## src/rtl/store_uart_bridge.sv

```systemverilog
// Memory-mapped UART transmitter fed from the core's store port.
// Stores to UART_ADDR queue a byte; queued bytes go out as 8N1 frames on tx.
module store_uart_bridge #(
  parameter logic [31:0] UART_ADDR    = 32'hFFFF_FF00,
  parameter int unsigned CLKS_PER_BIT = 16,
  parameter int unsigned FIFO_DEPTH   = 8
) (
  input  logic                          clk,
  input  logic                          reset,
  input  logic                          MemWriteM,
  input  logic [31:0]                   DataAdrM,
  input  logic [31:0]                   WriteDataM,
  output logic                          tx,
  output logic                          busy,
  output logic [$clog2(FIFO_DEPTH):0]   fifo_count,
  output logic                          overflow
);

  localparam int unsigned CntW = $clog2(CLKS_PER_BIT);
  localparam int unsigned PtrW = $clog2(FIFO_DEPTH);
  localparam logic [CntW-1:0] BaudLast = CntW'(CLKS_PER_BIT - 1);
  localparam logic [PtrW:0]   Full     = (PtrW + 1)'(FIFO_DEPTH);

  typedef enum logic [1:0] {StIdle, StStart, StData, StStop} state_e;

  state_e          state_q, state_d;
  logic [CntW-1:0] baud_q, baud_d;
  logic [2:0]      bit_q, bit_d;
  logic [7:0]      shift_q, shift_d;
  logic            tx_q, tx_d;
  logic [PtrW-1:0] wr_ptr_q, wr_ptr_d, rd_ptr_q, rd_ptr_d;
  logic [PtrW:0]   count_q, count_d;
  logic            ovf_q, ovf_d;
  logic [7:0]      mem_q [FIFO_DEPTH];

  logic push_req, clr_req, baud_last, pop, push, drop;

  always_comb begin
    push_req  = MemWriteM && (DataAdrM == UART_ADDR);
    clr_req   = MemWriteM && (DataAdrM == UART_ADDR + 32'd4) && WriteDataM[0];
    baud_last = (baud_q == BaudLast);
    pop       = (count_q != '0) &&
                ((state_q == StIdle) || ((state_q == StStop) && baud_last));
    // A full FIFO still accepts a push when the head leaves in the same cycle.
    push      = push_req && ((count_q != Full) || pop);
    drop      = push_req && !push;
  end

  always_comb begin
    wr_ptr_d = push ? wr_ptr_q + PtrW'(1) : wr_ptr_q;
    rd_ptr_d = pop  ? rd_ptr_q + PtrW'(1) : rd_ptr_q;
    count_d  = count_q;
    case ({push, pop})
      2'b10:   count_d = count_q + (PtrW + 1)'(1);
      2'b01:   count_d = count_q - (PtrW + 1)'(1);
      default: count_d = count_q;
    endcase
    ovf_d = ovf_q;
    if (clr_req) begin
      ovf_d = 1'b0;
    end else if (drop) begin
      ovf_d = 1'b1;
    end
  end

  always_comb begin
    state_d = state_q;
    baud_d  = baud_q + CntW'(1);
    bit_d   = bit_q;
    shift_d = shift_q;
    tx_d    = tx_q;
    case (state_q)
      StIdle: begin
        baud_d = '0;
        tx_d   = 1'b1;
        if (pop) begin
          state_d = StStart;
          shift_d = mem_q[rd_ptr_q];
          tx_d    = 1'b0;
        end
      end
      StStart: begin
        if (baud_last) begin
          state_d = StData;
          baud_d  = '0;
          bit_d   = 3'd0;
          tx_d    = shift_q[0];
        end
      end
      StData: begin
        if (baud_last) begin
          baud_d = '0;
          if (bit_q == 3'd7) begin
            state_d = StStop;
            tx_d    = 1'b1;
          end else begin
            shift_d = {1'b0, shift_q[7:1]};
            bit_d   = bit_q + 3'd1;
            tx_d    = shift_q[1];
          end
        end
      end
      StStop: begin
        if (baud_last) begin
          baud_d = '0;
          if (pop) begin
            state_d = StStart;
            shift_d = mem_q[rd_ptr_q];
            tx_d    = 1'b0;
          end else begin
            state_d = StIdle;
          end
        end
      end
      default: state_d = StIdle;
    endcase
  end

  always_ff @(posedge clk or posedge reset) begin
    if (reset) begin
      state_q  <= StIdle;
      baud_q   <= '0;
      bit_q    <= 3'd0;
      shift_q  <= 8'd0;
      tx_q     <= 1'b1;
      wr_ptr_q <= '0;
      rd_ptr_q <= '0;
      count_q  <= '0;
      ovf_q    <= 1'b0;
    end else begin
      state_q  <= state_d;
      baud_q   <= baud_d;
      bit_q    <= bit_d;
      shift_q  <= shift_d;
      tx_q     <= tx_d;
      wr_ptr_q <= wr_ptr_d;
      rd_ptr_q <= rd_ptr_d;
      count_q  <= count_d;
      ovf_q    <= ovf_d;
    end
  end

  always_ff @(posedge clk) begin
    if (push) begin
      mem_q[wr_ptr_q] <= WriteDataM[7:0];
    end
  end

  assign tx         = tx_q;
  assign busy       = (state_q != StIdle) || (count_q != '0);
  assign fifo_count = count_q;
  assign overflow   = ovf_q;

endmodule

```

## config.mk

```make
export PLATFORM = sky130hd
export DESIGN_NAME = store_uart_bridge
export DESIGN_NICKNAME = d
export VERILOG_FILES = /design/src/rtl/store_uart_bridge.sv
export SDC_FILE = /design/constraint.sdc
export NUM_CORES = 1
export LEC_CHECK = 0
export CORE_MARGIN = 2
export CORE_UTILIZATION = 50
export DETAILED_ROUTE_END_ITERATION = 10
export PLACE_DENSITY = 0.76
export SKIP_LAST_GASP = 1
export SLEW_MARGIN = 15
export SYNTH_ARGS = -nofsm -noshare
export SYNTH_HDL_FRONTEND = slang
export SYNTH_SLANG_ARGS = --single-unit
```

## constraint.sdc

```tcl
create_clock -name clk -period 6.88 [get_ports clk]
set_input_delay 0.688 -clock clk [delete_from_list [all_inputs] [get_ports clk]]
set_output_delay 0.688 -clock clk [all_outputs]
set_load 0.03 [all_outputs]
```

==> reports/summary.txt <==
GRT Total Usage -> 0.1740
Setup total negative slack -> 0 ns
Ys async rst share -> 0.3118
Area of the die -> 0.009082 sq mm
Worst Skew -> 0.01271 ns
RSZ-0062 raised after global routing -> no
N_diodes -> 0
RD Place Congestion -> 0.7088
Worst R2R Setup Slack -> 3.90 ns
Slew HR -> 0.2853
Initial antenna violation count -> 0
Critical Path Sink Type -> flop
Worst vdd ir -> 183.6 uV
Post-Syn Area -> 0.004168 sq mm
Synth cell types -> 49
Port Buf Inserts -> 49
Outcome -> complete, no violations
Core area -> 0.008134 sq mm
Post-route clock period utilization -> 0.4814
Share of cells above drive strength 1 -> 0.1407
TritonCTS Buffers -> 9
CTS tree -> done
Clock period minus worst slack -> 3.312 ns
Reg-to-Reg Start -> state_q[0]$_DFFE_PP0P_
Post-layout nets -> 403
Synthesis Warnings -> 0
Synth-to-layout area growth -> 18.94%
Final Hold Fails -> 0
DRT Wirelength -> 7406 microns
Max_cap viols -> 0
DIE WIDTH -> 95.30 microns
Initial Util -> 0.5124
Worst Hold Launch -> shift_q[6]$_DFFE_PP0P_
Vias in the first global route -> 2388
Routed wire length per instance -> 17.14 microns
Drt initial violations -> 83
Antenna Nets Post-Route -> 0
Pwr/cell area -> 197.4 mW/mm^2
Mapped Avg Cell Area -> 15.55 sq um
Leakage -> 1.780 nW
DP Wirelength -> 5157 microns
Post-synth EDFFs -> 64
Rows -> 33
Worst EP arrival -> 3.38 ns
DR pass1 iterations -> 4
Final Setup Violations -> 0
CP required -> 6.94 ns
DRC -> 0
First-pass GRT wire length -> 11560 microns
Largest net degree at the start of global routing -> 30
Flops & latches, synth -> 93
Clk_lat worst skew -> 0.35 ns
TritonCTS Sinks -> 93
# IOs -> 74
Clock transition at path regs -> 0.09 ns
Count leader, synth -> edfxtp_1
R2R Path End -> mem_q[2][6]$_DFFE_PP_
Setup bufs post-CTS -> 0
Worst slew pin tran -> 1.072 ns
Top cell type by total area after synthesis -> edfxtp_1
Die Y -> 95.30 microns
FILL cells -> 612
CTS resizes -> 0
Final core utilization -> 0.6094
WHS Endpoint -> shift_q[6]$_DFFE_PP0P_
Worst setup SP type -> input pin
Setup WS pre-CTS -> 3.156 ns
Final-report max-slew violation count -> 0
CTS Buffer Depth -> 2
Syn Nets -> 349
Post-synthesis sequential area ratio -> 0.6355
Cells after synthesis -> 268
Synth Flop Type -> edfxtp_1
Synth top area share -> 0.4611
Placed cell area -> 0.004773 sq mm
FMAX -> 301.9 MHz
Vias -> 2370
Hold Crit Depth -> 1
Final WS setup -> 3.568 ns
Root Driver -> clkbuf_8
Grt total ovfl -> 0
CTS H-tree lvls -> 3
Top cells by area in the synthesized netlist -> edfxtp_1, dfrtp_1, mux4_2, ha_1, mux2i_1
Final instance area -> 0.004957 sq mm
Synth top cells by count -> edfxtp_1, dfrtp_1, nand2_1, mux4_2, o21ai_0
Worst hold path type -> reg2reg
Vias/cell -> 5.486
Path depth of the worst reg2reg path -> 7
Hold-fix buffers, CTS -> 0
Crit Path Category -> in2reg
Crit path max fanout -> 7
[sequential cells by signal, indices dropped and copies added (netlist names)]
| signal | cells |
|---|---|
| wr_ptr_q | 3 |
| shift_q | 8 |
| mem_q | 64 |
| baud_q | 4 |
| tx | 1 |
| overflow | 1 |
| fifo_count | 4 |
| rd_ptr_q | 3 |
| bit_q | 3 |
| state_q | 2 |
[routing by layer]
| metal | wire length (microns) | part of all wire | vias up | GRT usage |
|---|---|---|---|---|
| met5 | 0 | 0 | - | 0 |
| met4 | 84 | 0.011 | 0 | 0.05314 |
| met3 | 143 | 0.019 | 6 | 0.03794 |
| met2 | 3994 | 0.54 | 19 | 0.3122 |
| met1 | 3183 | 0.43 | 1205 | 0.2094 |
| li1 | - | - | 1140 | - |
[metrics by stage]
| stage | power [W] | hold WS, ns | cells |
|---|---|---|---|
| detailed placement | 0.0006528 | 0.4831 | 416 |
| finish | 0.0009788 | 0.4986 | 432 |
| floorplan | 0.0006196 | 0.4596 | 268 |
| global route | 0.001012 | 0.5173 | 432 |
| global placement | 0.0006515 | 0.4744 | 416 |
| CTS | 0.0009880 | 0.5061 | 432 |
[worst max-delay path by stage]
stage	startpoint	endpoint	slack [ns]	cells after the start
after global placement	DataAdrM[5]	mem_q[2][7]$_DFFE_PP_	3.21	7
final	DataAdrM[5]	mem_q[2][6]$_DFFE_PP_	3.57	7
after detailed placement	DataAdrM[5]	mem_q[2][7]$_DFFE_PP_	3.16	7
after CTS	DataAdrM[5]	mem_q[2][6]$_DFFE_PP_	3.53	7
after floorplan	DataAdrM[1]	mem_q[2][0]$_DFFE_PP_	4.07	5
after global routing	DataAdrM[5]	mem_q[6][5]$_DFFE_PP_	3.38	6
[worst max-delay path, cell delays in order]
cell and delay [ns]:
clkdlybuf4s50_1 0.42, nor4_1 0.39, and4bb_1 0.28, nand4b_1 0.38, or2_1 0.41, nor3_1 0.52
buf_4 0.28
[cell families (layout without fill, tap and decap cells)]
kind of cell             count (synthesis)  in the layout  synth area share
XOR/XNOR                                 8              8           0.01681
AND/OR/NAND/NOR                         63             63           0.08676
flip-flops                              93             93            0.6355
multiplexers                            37             37            0.1414
AO/OA/AOI/OAI                           36             36           0.05884
adder cells (fa/ha/maj)                 14             14           0.04383
buffers and inverters                   17             76           0.01681
[area by class of cell]
type | instances | area (sq um) | area share
tap | 105 | 131.4 | 0.02650
multi-input combinational | 158 | 1454 | 0.2933
sequential | 93 | 2649 | 0.5343
timing repair buffer | 51 | 505.5 | 0.1020
inverter | 9 | 33.78 | 0.006815
clock inverter | 6 | 56.30 | 0.01136
clock buffer | 10 | 127.6 | 0.02574
[cell usage in the layout, fill, tap and decap left out, types with 5 or more instances in the layout]
cell / n
a21oi_1: 5
clkbuf_8: 9
clkdlybuf4s50_1: 49
dfrtp_1: 28
edfxtp_1: 64
ha_1: 13
inv_1: 9
mux2_1: 8
mux2i_1: 9
mux4_2: 16
nand2_1: 18
nand4_1: 5
nor2_1: 12
o21ai_0: 16
xnor2_1: 5
[power by group]
part	switching (W)	internal (W)	total [W]
Clock	0.000199	0.000140	0.000339
Combinational	0.0000157	0.0000244	0.0000401
Sequential	0.000000700	0.000599	0.000600
Power figures use the tool's default switching activity.
